==> src/rtl/paicore_transfer_sched.sv <==
// Transfer scheduler: one TX phase, a bus-turnaround guard, then an RX phase
// with optional timeout. Abort and reset can end a transaction at any point.
module paicore_transfer_sched #(
  parameter int All_Channel = 4,
  parameter int TURN_CYCLES = 4
) (
  input  logic                   clk,
  input  logic                   rst,
  input  logic                   start,
  input  logic                   abort,
  input  logic [31:0]            cfg_send_len,
  input  logic [31:0]            cfg_oframe_max,
  input  logic [31:0]            cfg_rx_timeout,
  input  logic                   cfg_skip_rx,
  input  logic                   tx_done,
  input  logic                   rx_done,
  output logic [All_Channel-1:0] oen,
  output logic [31:0]            send_len,
  output logic [31:0]            oFrameNumMax,
  output logic                   busy,
  output logic                   done,
  output logic                   timeout,
  output logic                   aborted,
  output logic [2:0]             state,
  output logic [31:0]            tx_cycles,
  output logic [31:0]            rx_cycles
);

  typedef enum logic [2:0] {
    ST_IDLE = 3'd0,
    ST_TX   = 3'd1,
    ST_TURN = 3'd2,
    ST_RX   = 3'd3,
    ST_DONE = 3'd4
  } state_t;

  localparam logic [7:0] TURN_LAST = 8'(TURN_CYCLES - 1);

  state_t                 state_r, state_next_s;
  logic [All_Channel-1:0] oen_r;
  logic [31:0]            send_len_r, oframe_max_r, rx_timeout_r;
  logic [31:0]            tx_cycles_r, rx_cycles_r, rx_cycles_inc_s;
  logic                   skip_rx_r, busy_r, done_r, timeout_r, aborted_r;
  logic                   timeout_hit_s;
  logic [7:0]             turn_cnt_r;

  function automatic logic [31:0] sat_inc(input logic [31:0] v);
    return (v == 32'hFFFF_FFFF) ? v : v + 32'd1;
  endfunction

  // Next-state decode; abort outranks every completion input.
  always_comb begin
    state_next_s    = state_r;
    timeout_hit_s   = 1'b0;
    rx_cycles_inc_s = sat_inc(rx_cycles_r);
    case (state_r)
      ST_IDLE: begin
        if (start) state_next_s = ST_TX;
        else       state_next_s = ST_IDLE;
      end
      ST_TX: begin
        if (abort)        state_next_s = ST_IDLE;
        else if (tx_done) state_next_s = skip_rx_r ? ST_DONE : ST_TURN;
        else              state_next_s = ST_TX;
      end
      ST_TURN: begin
        if (abort)                        state_next_s = ST_IDLE;
        else if (turn_cnt_r == TURN_LAST) state_next_s = ST_RX;
        else                              state_next_s = ST_TURN;
      end
      ST_RX: begin
        if (abort) begin
          state_next_s = ST_IDLE;
        end else if (rx_done) begin
          state_next_s = ST_DONE;
        end else if ((rx_timeout_r != 32'd0) && (rx_cycles_inc_s == rx_timeout_r)) begin
          state_next_s  = ST_DONE;
          timeout_hit_s = 1'b1;
        end else begin
          state_next_s = ST_RX;
        end
      end
      ST_DONE: state_next_s = ST_IDLE;
      default: state_next_s = ST_IDLE;
    endcase
  end

  // State, registered outputs, configuration latch and cycle counters.
  always_ff @(posedge clk) begin
    if (rst) begin
      state_r      <= ST_IDLE;
      oen_r        <= {All_Channel{1'b0}};
      busy_r       <= 1'b0;
      done_r       <= 1'b0;
      timeout_r    <= 1'b0;
      aborted_r    <= 1'b0;
      send_len_r   <= 32'd0;
      oframe_max_r <= 32'd0;
      rx_timeout_r <= 32'd0;
      skip_rx_r    <= 1'b0;
      tx_cycles_r  <= 32'd0;
      rx_cycles_r  <= 32'd0;
      turn_cnt_r   <= 8'd0;
    end else begin
      state_r <= state_next_s;
      oen_r   <= (state_next_s == ST_TX) ? {All_Channel{1'b1}} : {All_Channel{1'b0}};
      busy_r  <= (state_next_s != ST_IDLE);
      done_r  <= (state_next_s == ST_DONE);
      if ((state_r == ST_IDLE) && start) begin
        send_len_r   <= cfg_send_len;
        oframe_max_r <= cfg_oframe_max;
        rx_timeout_r <= cfg_rx_timeout;
        skip_rx_r    <= cfg_skip_rx;
        timeout_r    <= 1'b0;
        aborted_r    <= 1'b0;
        tx_cycles_r  <= 32'd0;
        rx_cycles_r  <= 32'd0;
      end
      if (state_r == ST_TX) tx_cycles_r <= sat_inc(tx_cycles_r);
      if (state_r == ST_RX) rx_cycles_r <= rx_cycles_inc_s;
      // Turnaround counter restarts whenever TURN is not the current state.
      if (state_r == ST_TURN) turn_cnt_r <= turn_cnt_r + 8'd1;
      else                    turn_cnt_r <= 8'd0;
      if (timeout_hit_s) timeout_r <= 1'b1;
      if ((state_r != ST_IDLE) && abort) aborted_r <= 1'b1;
    end
  end

  assign state        = state_r;
  assign oen          = oen_r;
  assign busy         = busy_r;
  assign done         = done_r;
  assign timeout      = timeout_r;
  assign aborted      = aborted_r;
  assign send_len     = send_len_r;
  assign oFrameNumMax = oframe_max_r;
  assign tx_cycles    = tx_cycles_r;
  assign rx_cycles    = rx_cycles_r;

endmodule

==> config.mk <==
export PLATFORM = sky130hd
export DESIGN_NAME = paicore_transfer_sched
export DESIGN_NICKNAME = d
export VERILOG_FILES = /design/src/rtl/paicore_transfer_sched.sv
export SDC_FILE = /design/constraint.sdc
export NUM_CORES = 1
export LEC_CHECK = 0
export CORE_MARGIN = 5
export CORE_UTILIZATION = 26
export CTS_CLUSTER_DIAMETER = 120
export DETAILED_ROUTE_END_ITERATION = 6
export GPL_ROUTABILITY_DRIVEN = 0
export PLACE_DENSITY = 0.57
export SLEW_MARGIN = 40
export SYNTH_ARGS = -nofsm -noshare
export SYNTH_HDL_FRONTEND = slang
export SYNTH_SLANG_ARGS = --single-unit
==> constraint.sdc <==
create_clock -name clk -period 6.62 [get_ports clk]
set_clock_uncertainty 0.15 [all_clocks]
set_input_delay 0.993 -clock clk [delete_from_list [all_inputs] [get_ports clk]]
set_output_delay 0.993 -clock clk [all_outputs]
set_load 0.05 [all_outputs]
==> impl_results.md, run 1 <==
* Final Setup Violations at 0
* Horiz. Die Dim at a little under 200 microns
* Seq cells post-synth at around 180
* Worst setup path startpoint: rx_cycles[0]$_SDFFE_PP0P_
* Number of different library cells in the post-synthesis netlist at 62
* DR iter-0 viols at roughly 710
* Flip-flop cell with the highest count after synthesis: sky130_fd_sc_hd__dfxtp_1
* Diodes inserted at 0
* Number of flops mapped to enable cells by yosys at 0
* Final max-slew violation count at 0
* TritonCTS clock tree: done
* I/O pin total at between 200 and 250
* Later-pin clock latency in the skew report at about 0.45 ns
* # H-tree levels at 4
* Pin count of the biggest net entering global routing at 82
* Total number of vias at roughly 8900
* Area after detailed placement at around 0.011 sq mm
* Largest vdd supply drop at ~180 uV
* Final non-filler cell area at ~0.012 sq mm
* Worst Min Path Start: oFrameNumMax[18]$_SDFFE_PP0P_
* Netlist area before placement at about 0.0087 sq mm
* Crit-path max FO at 24
* Net count reported at finish at 1434
* Number of antenna violations at the first check in global routing at 5
* Critical Path Source Type: register
* Inserted Clock Buffers at 17
* Routed WL at 31300 microns
* Worst-case headroom to the max-slew limit at a little under half
* Switching power at 0.000745 W
* Count of mapped cells out of synthesis at around 1100
* Pre-antenna DRT Iters at 5
* Root buffer cell: sky130_fd_sc_hd__clkbuf_16
* Proportion of synthesized flip-flops having asynchronous set or reset at 0%
* Kind of end point of the critical path: register
* Summed negative setup slack over all endpoints at 0 ns
* Port Buffers at approximately 240
* Leakage power at between 4 and 5 nW
* Number of rows in the core area at 67
* Core footprint at ~0.033 sq mm
* Register area share after synthesis at about two fifths
* Worst Setup Path Type: register to register
* Clock power frac at about two fifths
* Cts repair resizes at 0
* Yosys synthesis warning count at 0
* Comb power frac at 15.2%
* Fraction of power consumed by sequential logic at ~45%
* Final routed wire length divided by cell count at between 15 and 20 microns
* DIE AREA at between 0.03 and 0.04 sq mm
* Final critical path time including I/O delays and setup at between 4 and 5 ns
* Hold-fix buffers at CTS at 0
* Clock sink count at approximately 180
* Via-to-Cell Ratio at roughly 5
* Starting density of the core at 26.2%
* Outcome: complete, no violations
* Final Hold Fails at 0
* Post-route fraction of the period consumed by the critical path at between 60% and 70%
* Class of the tightest hold or removal check: register to register
* CTS clk-pin slew, worst paths at about 0.080 ns
* Post-detail-place hpwl at 22700 microns
* Worst slew pin tran at roughly 0.81 ns
* Signal arrival time at the worst endpoint at roughly 4.6 ns
* Total global routing track utilization at between 10% and 20%
* Post-route antenna net violation count at 0
* Switch share at 29.2%
* RSZ-0062 raised after global routing: no
* Number of maximum-capacitance violations at 0
* Maximum root-to-sink buffer count at 2
* Maximum clock frequency at between 200 and 250 MHz
* Power per standard cell area at 212 mW/mm^2
* Fraction of final layout cells sized beyond drive strength 1 at about 5.0%
* Net count after synthesis at between 1000 and 1500
* Required time of the critical path at between 6 and 7 ns
* P&R area growth vs syn at 37.6%
* Average footprint of a synthesized cell at between 7 and 8 sq um
* Cell internal pwr at 0.00180 W
* Die span in y at just under 200 microns
* Drt drc at 0
* Leftover overflow at the end of global routing at 0
* Global-route wire length before repair at just under 50000 microns
* Most common cell after layout, fill and taps aside: sky130_fd_sc_hd__nand2_1
* Post-CTS Setup Repair Bufs at 0
* Critical R2R Launch: rx_cycles[0]$_SDFFE_PP0P_
* Commonest cells after routing, fill and taps aside: sky130_fd_sc_hd__nand2_1, sky130_fd_sc_hd__clkdlybuf4s50_1, sky130_fd_sc_hd__dfxtp_1, sky130_fd_sc_hd__a21oi_1, sky130_fd_sc_hd__nor2_1
* Number of global-route vias before repair at about 8400
final cells by class:
class	instances	area, sq um
clock buffer	19	453
multi-input combinational	872	4840
tap	448	561
fill	3542	21300
inverter	13	48.8
sequential	177	3540
clock inverter	12	125
timing repair buffer	247	2460
cell usage after synthesis, types with 5 or more instances:
master	instances	area share (%)
sky130_fd_sc_hd__o211ai_1	6	0.52
sky130_fd_sc_hd__o21ai_0	36	2.1
sky130_fd_sc_hd__nand4_1	25	1.8
sky130_fd_sc_hd__nand2_1	256	11
sky130_fd_sc_hd__nand4_2	5	0.72
sky130_fd_sc_hd__dfxtp_1	177	41
sky130_fd_sc_hd__nor2b_1	8	0.57
sky130_fd_sc_hd__buf_2	13	0.74
sky130_fd_sc_hd__xor2_1	41	4.1
sky130_fd_sc_hd__a311oi_1	11	1.1
sky130_fd_sc_hd__or4_1	5	0.43
sky130_fd_sc_hd__a211oi_1	8	0.69
sky130_fd_sc_hd__a21oi_1	150	8.6
sky130_fd_sc_hd__or3_1	12	0.86
sky130_fd_sc_hd__clkbuf_1	53	2.3
sky130_fd_sc_hd__nor4b_1	5	0.50
sky130_fd_sc_hd__o2111ai_1	7	0.70
sky130_fd_sc_hd__xnor2_1	21	2.1
sky130_fd_sc_hd__a31oi_1	5	0.36
sky130_fd_sc_hd__inv_1	12	0.52
sky130_fd_sc_hd__nor3_1	23	1.3
sky130_fd_sc_hd__nand3_1	40	2.3
sky130_fd_sc_hd__and4_1	12	1.2
sky130_fd_sc_hd__buf_4	5	0.43
sky130_fd_sc_hd__nor2_1	90	3.9
sky130_fd_sc_hd__nor4_1	23	1.6
sky130_fd_sc_hd__and2_1	5	0.36
sky130_fd_sc_hd__and3_1	18	1.3
worst max-delay path, cell delays in order (launching register included):
cell,delay (ns)
sky130_fd_sc_hd__dfxtp_1,0.45
sky130_fd_sc_hd__ha_1,0.32
sky130_fd_sc_hd__nand4_2,0.28
sky130_fd_sc_hd__nor4_2,0.47
sky130_fd_sc_hd__nand4_2,0.63
sky130_fd_sc_hd__a211oi_1,0.44
sky130_fd_sc_hd__o2111ai_1,0.16
sky130_fd_sc_hd__or4_4,0.57
sky130_fd_sc_hd__nor4_4,0.44
sky130_fd_sc_hd__nand4_1,0.16
sky130_fd_sc_hd__a21o_1,0.22
cell families after synthesis:
logic type,after synthesis,share of synthesized area [%]
AND/OR/NAND/NOR,553,31.3
AO/OA/AOI/OAI,253,17.0
flip-flops,177,40.5
buffers and inverters,87,4.22
XOR/XNOR,62,6.21
adder cells (fa/ha/maj),3,0.430
multiplexers,1,0.258
power groups by stage:
stage,Clock [W],Sequential [W],Combinational [W]
after floorplan,0,0.00125,0.000141
after global placement,0,0.00116,0.000391
after detailed placement,0,0.00116,0.000390
after CTS,0.00105,0.00114,0.000392
after global routing,0.00109,0.00114,0.000417
final,0.00102,0.00114,0.000387
state kept, by name, summed over array words and instances, names as in the netlist:
signal and count:
rx_cycles 32, state 3, timeout 1, done 1, send_len 32, oFrameNumMax 32
tx_cycles 32, busy 1, aborted 1, oen 1, turn_cnt_r 8, rx_timeout_r 32
skip_rx_r 1
path summary, 6_finish.rpt:
path                                        end  cells past startpoint  slack [ns]
hold reg to reg   oFrameNumMax[18]$_SDFFE_PP0P_                      2        0.30
setup / recovery                busy$_SDFF_PP0_                     10        2.24
setup reg to reg                busy$_SDFF_PP0_                     10        2.24
hold / removal    oFrameNumMax[18]$_SDFFE_PP0P_                      2        0.30
per-layer routing:
layer	track usage [%]	share of wire, %	up-vias
li1	-	-	4394
met1	20.5	44	4139
met2	24.7	45	345
met3	6.23	9.4	45
met4	4.90	1.9	6
met5	0	0.11	-
through the flow:
| step | instances | utilization, % | total power [W] | worst slack (ns) | hold slack (ns) |
|---|---|---|---|---|---|
| global placement | 1757 | 34.3 | 0.00155 | 2.51 | 0.290 |
| global route | 1788 | 36.0 | 0.00265 | 1.98 | 0.325 |
| CTS | 1788 | 36.0 | 0.00258 | 2.33 | 0.306 |
| detailed placement | 1757 | 34.3 | 0.00155 | 2.36 | 0.297 |
| finish | 1788 | 36.0 | 0.00255 | 2.24 | 0.303 |
| floorplan | 1136 | - | 0.00139 | 2.86 | 0.287 |
Note: power is estimated with default switching activity, not from simulation.
==> inputs of run 2 (changes only) <==
PLACE_DENSITY = 0.58   (was 0.57)
clock period = 3.8 ns   (was 6.62 ns; I/O delays follow)
==> impl_results.md, run 2 (same netlist as run 1, synthesis figures left out) <==
* Leftover overflow at the end of global routing at 0
* Placement-stage worst setup slack at ~0.16 ns
* Power per standard cell area at 359 mW/mm^2
* Root buffer cell: sky130_fd_sc_hd__clkbuf_16
* Number of antenna violations at the first check in global routing at 2
* Maximum root-to-sink buffer count at 2
* Pre-antenna DRT Iters at 5
* Class of the tightest hold or removal check: register to register
* Final non-filler cell total at between 1500 and 2000
* Horiz. Die Dim at just under 200 microns
* Net count reported at finish at 1466
* Signal arrival time at the worst endpoint at 3.75 ns
* Outcome: complete, no violations
* Worst slew pin tran at 0.823 ns
* Inserted Clock Buffers at 17
* Starting density of the core at a little over a quarter
* Worst Min Path Start: send_len[13]$_SDFFE_PP0P_
* Final Hold Fails at 0
* Maximum clock frequency at between 200 and 300 MHz
* I/O pin total at 242
* Later-pin clock latency in the skew report at approximately 0.44 ns
* End point of the critical path: busy$_SDFF_PP0_
* Depth of the worst register-to-register path at 12
* Worst-case headroom to the max-slew limit at a little under half
* Post-route antenna net violation count at 0
* Fraction of the core area covered by cells at the end of the flow at ~37%
* Kind of end point of the critical path: register
* Port Buffers at between 200 and 250
* Critical Path Source Type: register
* Final Setup Violations at 0
* Pin count of the biggest net entering global routing at 72
* Number of rows in the core area at between 60 and 70
* Most common cell after layout, fill and taps aside: sky130_fd_sc_hd__nand2_1
* Number of global-route vias before repair at 8985
* Largest vdd supply drop at between 200 and 300 uV
* Number of maximum-capacitance violations at 0
* Post-detail-place hpwl at approximately 23000 microns
* Final max-slew violation count at 0
* Worst setup path startpoint: rx_cycles[0]$_SDFFE_PP0P_
* Fraction of final layout cells sized beyond drive strength 1 at under 10%
* DR iter-0 viols at about 630
* Core footprint at ~0.033 sq mm
* Leakage power at around 4.3 nW
* Global-route wire length before repair at 50500 microns
* Via-to-Cell Ratio at between 4 and 5
* P&R area growth vs syn at 40.3%
* Final routed wire length divided by cell count at between 15 and 20 microns
* DIE AREA at between 0.03 and 0.04 sq mm
* Total global routing track utilization at between 10% and 20%
* Routed WL at ~32000 microns
* Critical R2R Launch: rx_cycles[0]$_SDFFE_PP0P_
* # H-tree levels at 4
* TritonCTS clock tree: done
* Drt drc at 0
* Commonest cells after routing, fill and taps aside: sky130_fd_sc_hd__nand2_1, sky130_fd_sc_hd__clkdlybuf4s50_1, sky130_fd_sc_hd__dfxtp_1, sky130_fd_sc_hd__a21oi_1, sky130_fd_sc_hd__nor2_1
* Final non-filler cell area at ~0.012 sq mm
* Final critical path time including I/O delays and setup at approximately 3.6 ns
* Total number of vias at about 9100
* RSZ-0062 raised after global routing: no
* Crit-path max FO at 20
* Post-route fraction of the period consumed by the critical path at about 94%
* Worst Setup Path Type: register to register
* Hold-fix buffers at CTS at 0
* Required time of the critical path at around 4 ns
* Die span in y at just under 200 microns
* Area after detailed placement at roughly 0.012 sq mm
* CTS clk-pin slew, worst paths at about 0.070 ns
* Post-route worst setup slack at ~0.23 ns
* Cells after DPL at between 1500 and 2000
* Clock sink count at approximately 180
* Summed negative setup slack over all endpoints at 0 ns
* Critical register-to-register path endpoint: busy$_SDFF_PP0_
* Minimum setup slack among reg-to-reg paths at 0.23 ns
-- run 2: cell count changes in the layout (fill, tap and decap cells not counted), sizes merged --
cell | previous run | this run
clkinvlp | 2 | 3
clkbuf | 19 | 18
diode | 0 | 2
inv | 18 | 17
clkinv | 4 | 6
buf | 7 | 39
-- run 2: how the worst min path moves through the flow --
stage / end / cells past startpoint
2_1_floorplan: turn_cnt_r[0]$_SDFF_PP0_ / 1
3_3_place_gp: oFrameNumMax[12]$_SDFFE_PP0P_ / 2
3_5_place_dp: send_len[3]$_SDFFE_PP0P_ / 2
4_1_cts: send_len[3]$_SDFFE_PP0P_ / 2
5_1_grt: send_len[2]$_SDFFE_PP0P_ / 2
6_report: send_len[13]$_SDFFE_PP0P_ / 2
-- run 2: critical path: stages, from the launching register on --
cell,delay (ns)
sky130_fd_sc_hd__dfxtp_1,0.34
sky130_fd_sc_hd__ha_1,0.31
sky130_fd_sc_hd__and4_1,0.36
sky130_fd_sc_hd__nand4_4,0.21
sky130_fd_sc_hd__nor4_4,0.40
sky130_fd_sc_hd__buf_4,0.29
sky130_fd_sc_hd__nor4_1,0.09
sky130_fd_sc_hd__nor4b_1,0.43
sky130_fd_sc_hd__nand4_1,0.22
sky130_fd_sc_hd__nor4_4,0.17
sky130_fd_sc_hd__buf_4,0.19
sky130_fd_sc_hd__nand4_1,0.09
sky130_fd_sc_hd__a21o_1,0.21
-- run 2: power by group --
group	total (W)	internal [W]	switching, W
clock	0.00173	0.000928	0.000803
sequential	0.00199	0.00192	0.0000623
combinational	0.000679	0.000268	0.000412
-- run 2: per-stage QoR --
stage	total power, W	hold slack, ns
final	0.00440	0.304
after global routing	0.00461	0.323
after CTS	0.00448	0.306
after detailed placement	0.00271	0.296
after global placement	0.00271	0.291
after floorplan	0.00241	0.287
-- run 2: repair_timing --
action	4_1_cts	5_1_grt
buffers inserted	0	1
resized for setup	0	1
setup endpoints to repair	0	3
-- run 2: area by class of cell --
| class | instances | area, sq um |
|---|---|---|
| diodes | 2 | 5.00 |
| clock buffers | 18 | 439 |
| clock inverters | 14 | 129 |
| fillers | 3567 | 21100 |
| inverters | 13 | 48.8 |
| multi-input cells | 872 | 4840 |
| flip-flops and latches | 177 | 3540 |
| well taps | 448 | 561 |
| repair buffers | 279 | 2700 |
-- run 2: routing by layer --
metal	share of wire, %	GRT usage [%]	up-vias	routed length (microns)
met1	43	21.0	4180	13600
met5	0.022	0	-	7
met2	44	25.6	356	14000
met4	3.1	5.82	2	973
li1	-	-	4463	-
met3	10	6.77	67	3170
